[src/rtl/param_sp_ram.sv]
// param_sp_ram: single-port RAM with byte enables, 1-cycle registered reads and a sequential clear engine.
// Optional per-byte even parity with a parity_err output when PARAM_SP_RAM_PARITY_EN is defined.
module param_sp_ram #(
  parameter int DATA_W    = 8,
  parameter int ADDR_W    = 4,
  parameter int READ_MODE = 0
) (
  input  logic              clk,
  input  logic              reset_n,
  input  logic              clr,
  input  logic              en,
  input  logic              we,
  input  logic [DATA_W/8-1:0] be,
  input  logic [ADDR_W-1:0] addr,
  input  logic [DATA_W-1:0] wdata,
  output logic [DATA_W-1:0] rdata,
  output logic              rvalid,
  output logic              busy
`ifdef PARAM_SP_RAM_PARITY_EN
  ,
  output logic              parity_err
`endif
);
  localparam int NB = DATA_W / 8;
  localparam int DEPTH = 1 << ADDR_W;
  typedef enum logic {CLEAR, READY} state_t;
  state_t              state_q;
  logic [ADDR_W-1:0]   cnt_q;
  logic [DATA_W-1:0]   rdata_q, rdata_d;
  logic                rvalid_q;
  logic [DATA_W-1:0]   mem_q [DEPTH];
  logic [DATA_W-1:0]   old_w, merged;
  logic                acc, wr;
  assign acc    = state_q == READY && en && !clr;
  assign wr     = acc && we;
  assign busy   = state_q == CLEAR;
  assign rdata  = rdata_q;
  assign rvalid = rvalid_q;
  always_comb begin
    old_w  = mem_q[addr];
    merged = old_w;
    for (int i = 0; i < NB; i++) merged[8*i +: 8] = be[i] ? wdata[8*i +: 8] : old_w[8*i +: 8];
    rdata_d = (we && READ_MODE != 0) ? merged : old_w;
  end
  // Array has no reset; the clear engine owns initialisation.
  always_ff @(posedge clk) begin
    if (state_q == CLEAR) mem_q[cnt_q] <= '0;
    else if (wr) mem_q[addr] <= merged;
  end
  always_ff @(posedge clk or negedge reset_n) begin
    if (!reset_n) begin
      state_q  <= CLEAR;
      cnt_q    <= '0;
      rdata_q  <= '0;
      rvalid_q <= 1'b0;
    end else begin
      rvalid_q <= acc;
      if (acc) rdata_q <= rdata_d;
      if (state_q == CLEAR) begin
        cnt_q   <= clr ? '0 : cnt_q + ADDR_W'(1);
        state_q <= (!clr && &cnt_q) ? READY : CLEAR;
      end else if (clr) begin
        state_q <= CLEAR;
        cnt_q   <= '0;
      end
    end
  end
`ifdef PARAM_SP_RAM_PARITY_EN
  logic [NB-1:0] par_q [DEPTH];
  logic [NB-1:0] par_new, rd_p;
  logic          err, perr_q;
  always_comb begin
    par_new = par_q[addr];
    for (int i = 0; i < NB; i++) if (be[i]) par_new[i] = ^wdata[8*i +: 8];
    rd_p = (we && READ_MODE != 0) ? par_new : par_q[addr];
    err  = 1'b0;
    for (int i = 0; i < NB; i++) err = err | ((^rdata_d[8*i +: 8]) ^ rd_p[i]);
  end
  always_ff @(posedge clk) begin
    if (state_q == CLEAR) par_q[cnt_q] <= '0;
    else if (wr) par_q[addr] <= par_new;
  end
  always_ff @(posedge clk or negedge reset_n) begin
    if (!reset_n) perr_q <= 1'b0;
    else perr_q <= acc && err;
  end
  assign parity_err = perr_q;
`endif
endmodule

[config.mk]
export PLATFORM = sky130hd
export DESIGN_NAME = param_sp_ram
export DESIGN_NICKNAME = d
export VERILOG_FILES = /design/src/rtl/param_sp_ram.sv
export SDC_FILE = /design/constraint.sdc
export NUM_CORES = 1
export LEC_CHECK = 0
export BUFFER_PORTS_ARGS = -buffer_cell sky130_fd_sc_hd__buf_2
export CORE_MARGIN = 5
export CORE_UTILIZATION = 55
export CTS_CLUSTER_DIAMETER = 150
export CTS_CLUSTER_SIZE = 12
export DETAILED_ROUTE_END_ITERATION = 12
export GPL_TIMING_DRIVEN = 1
export HOLD_SLACK_MARGIN = 0.12
export PLACE_DENSITY = 0.75
export SYNTH_ARGS = -nofsm -noshare
export SYNTH_HDL_FRONTEND = slang
export SYNTH_SLANG_ARGS = --single-unit
[constraint.sdc]
create_clock -name clk -period 2.1 [get_ports clk]
set_clock_uncertainty 0.05 [all_clocks]
set_input_delay 0.105 -clock clk [delete_from_list [all_inputs] [get_ports clk]]
set_output_delay 0.105 -clock clk [all_outputs]
set_load 0.02 [all_outputs]
==> flow_metrics.tcl <==
set metrics [dict create \
    run_status "finished clean" \
    fin_util_pct 69.8 \
    grt_pass1_vias 3768 \
    clock_sinks 142 \
    drive_gt1_share_pct 30.9 \
    synth_area_leaders "edfxtp_1 66%, mux2i_1 8.1%, dfrtp_1 6.0%" \
    grt_max_degree 18 \
    synth_cell_types 42 \
    grtUsageTotal_pct 22.9 \
    cts_buffers 17 \
    power_leakage_uw 0.00295 \
    tns_ps 0 \
    worstPathRequired_ps 2320 \
    max_stage_delay_ps 480 \
    grt_overflow 0 \
    synth_simple_gate_area_share_pct 4.54 \
    root_buffer "clkbuf_8" \
    setup_viol 0 \
    nets 465 \
    fmax_mhz 493 \
    maxCapViolations 0 \
    clk_path_buf_depth 2 \
    place.port_buffers 27 \
    synth_ff_type "edfxtp_1" \
    vias 3559 \
    syn_to_final_growth_pct 23.3 \
    yosysMostFrequentCell "edfxtp_1" \
    antenna_found_initial 0 \
    synth-seq-cells 142 \
    powerDensity_nw_per_um2 940 \
    hold_class "in -> reg" \
    cp_max_fo 16 \
    cp_top_family "multiplexers" \
    ys_seq_area_share_pct 71.8 \
    first_iter_violations 370 \
    dp_slack_ps -101 \
    slew_violations 0 \
    syn-instance-count 345 \
    cts_tree "built" \
    synth_top_area_share_pct 65.8 \
    die_area_um2 12800 \
    slowest_stage "mux4_1" \
    initial_core_util_pct 56.6 \
    crit_arrival_ps 2240 \
    core_region_area_um2 10300 \
    drc 0 \
    diodes 0 \
    io_pins 28 \
    synth_edf_count 128 \
    via_per_inst 5.98 \
    synth_common_cells "128 x edfxtp_1, 47 x mux2i_1, 28 x nor2_1" \
    post_cts_buffers 0 \
    rsz0062_at_grt "no" \
    hold_slack_ps 150 \
    synth_area_um2 5840 \
    muxShareOfSynthArea_pct 11.9 \
    fin_ws_ps 73.0 \
    start_kind "flop" \
    grt_pass1_wl_um 21400 \
    synth_area_leader_cell "edfxtp_1" \
    syn-num-nets 364 \
    avgRoutedWirePerCell_um 22.6 \
    synth_fa_ha_area_share_pct 0.214 \
    detail-route-antenna-nets 0 \
    synth_xor_area_share_pct 0.450 \
    synthArstFlopShare_pct 9.86 \
    dr.pass1.iters 5 \
    tightest_slew_ps 627 \
    synth_top_family_by_area "multiplexers" \
    finalWeightedCongestion 0.815 \
    dieHeight_um 113 \
    synth_compound_area_share_pct 8.16 \
    routed_wl_um 13400 \
    htreeDepth 4 \
    ys_warn_count 0 \
    insertion_delay_ps 540 \
    path_cells "mux4_1 -> nand2b_1 -> a22oi_1 -> a21oi_1 -> buf_4" \
    max-vdd-ir-drop_mv 0.601 \
    syn_avg_cell_area_um2 16.9 \
    cp_num_buf_inv 1 \
    post-route-period-util_pct 96.5 \
    end_kind "flop" \
    clkTransAtPathRegs_ps 60 \
    die_w_um 113 \
    dp_hpwl_um 8900 \
    rows 37 \
    relSlewSlack_pct 58.1 \
    final-hold-violation-count 0 \
    p_total_uw 6770 \
    min_period_ps 2030 \
    critical_path_class "reg -> reg" \
]
==> cells in the final DEF, fill, tap and decap left out, types with 2 or more instances in the layout <==
master	instances
a21oi_1	17
a221o_1	6
a221oi_2	2
a222oi_1	7
a22oi_1	3
a2bb2oi_1	2
a2bb2oi_2	4
a31oi_1	2
a32oi_1	2
buf_2	27
buf_4	67
bufinv_16	5
clkbuf_16	16
clkinv_2	3
clkinvlp_4	3
dfrtp_1	14
dlygate4sd3_1	5
edfxtp_1	128
inv_1	5
inv_6	2
mux2i_1	47
mux4_1	6
mux4_2	3
nand2_1	8
nand2b_1	3
nand3_1	2
nor2_1	24
nor2_2	6
nor2b_1	4
nor3_1	2
o21ai_0	8
o21ai_1	8
xnor2_1	2
==> worst reg2reg max path: cells and delay by family, from the launching register on <==
kind	cells	cell delay, ps
and+or+nand+nor	1	190
AOI/OAI and AO/OA	2	460
muxes	1	480
DFF	1	360
buffers and inverters	1	220
==> through the flow <==
stage	instances	cell area [um2]
3_5_place_dp	558	6500
2_1_floorplan	345	5840
3_3_place_gp	558	6500
4_1_cts	595	7190
5_1_grt	595	7200
6_report	595	7200
==> path summary, 6_finish.rpt <==
path | startpoint | end | slack, ps | depth (start not counted)
max reg2reg | mem_q[14][2] | mem_q[1][2] | 70 | 5
max | mem_q[14][2] | mem_q[1][2] | 70 | 5
min in group asynchronous | reset_n | cnt_q[2] | 590 | 3
max in group asynchronous | reset_n | rdata[7] | 1010 | 3
min | wdata[1] | mem_q[6][1] | 150 | 4
min reg2reg | rdata[2] | rdata[2] | 430 | 2
==> kinds of logic after synthesis <==
family | count (synthesis)
DFF | 142
AOI/OAI and AO/OA | 64
muxes | 56
and+or+nand+nor | 56
buffers and inverters | 23
xor gates and xnor gates | 3
adders and majority gates | 1
==> flip-flops by register name (all words and copies together), names as in the netlist <==
| signal | count |
|---|---|
| rvalid | 1 |
| state_q | 1 |
| mem_q | 128 |
| rdata | 8 |
| cnt_q | 4 |
==> layer usage <==
metal  vias up  GRT usage [%]  routed length [um]
li1       1579              -                   -
met1      1749           30.0                5290
met2       200           35.5                6540
met3        31           6.74                1200
met4         0           10.3                 402
met5         -              0                   0
==> final cells by class <==
type                       instances  area (um2)
timing repair buffer              99         688
fill                             667        3120
clock buffer                      18         418
clock inverter                    14         214
inverter                           6        22.5
sequential                       142        4190
tap                              136         170
multi-input combinational        180        1500
==> where the power goes <==
part	switching [uW]	internal, uW	leakage, uW	total, uW
Sequential	22.4	3120	0.00154	3140
Clock	1120	2050	0.000302	3170
Combinational	256	202	0.00110	458
Total	1400	5370	0.00295	6770
==> what timing repair did <==
action                                  4_1_cts  5_1_grt
endpoints found under the setup margin       24       32
gates resized for setup                       3        3
hold buffers                                  5        0
endpoints found under the hold margin        28        0
Power figures use the tool's default switching activity.
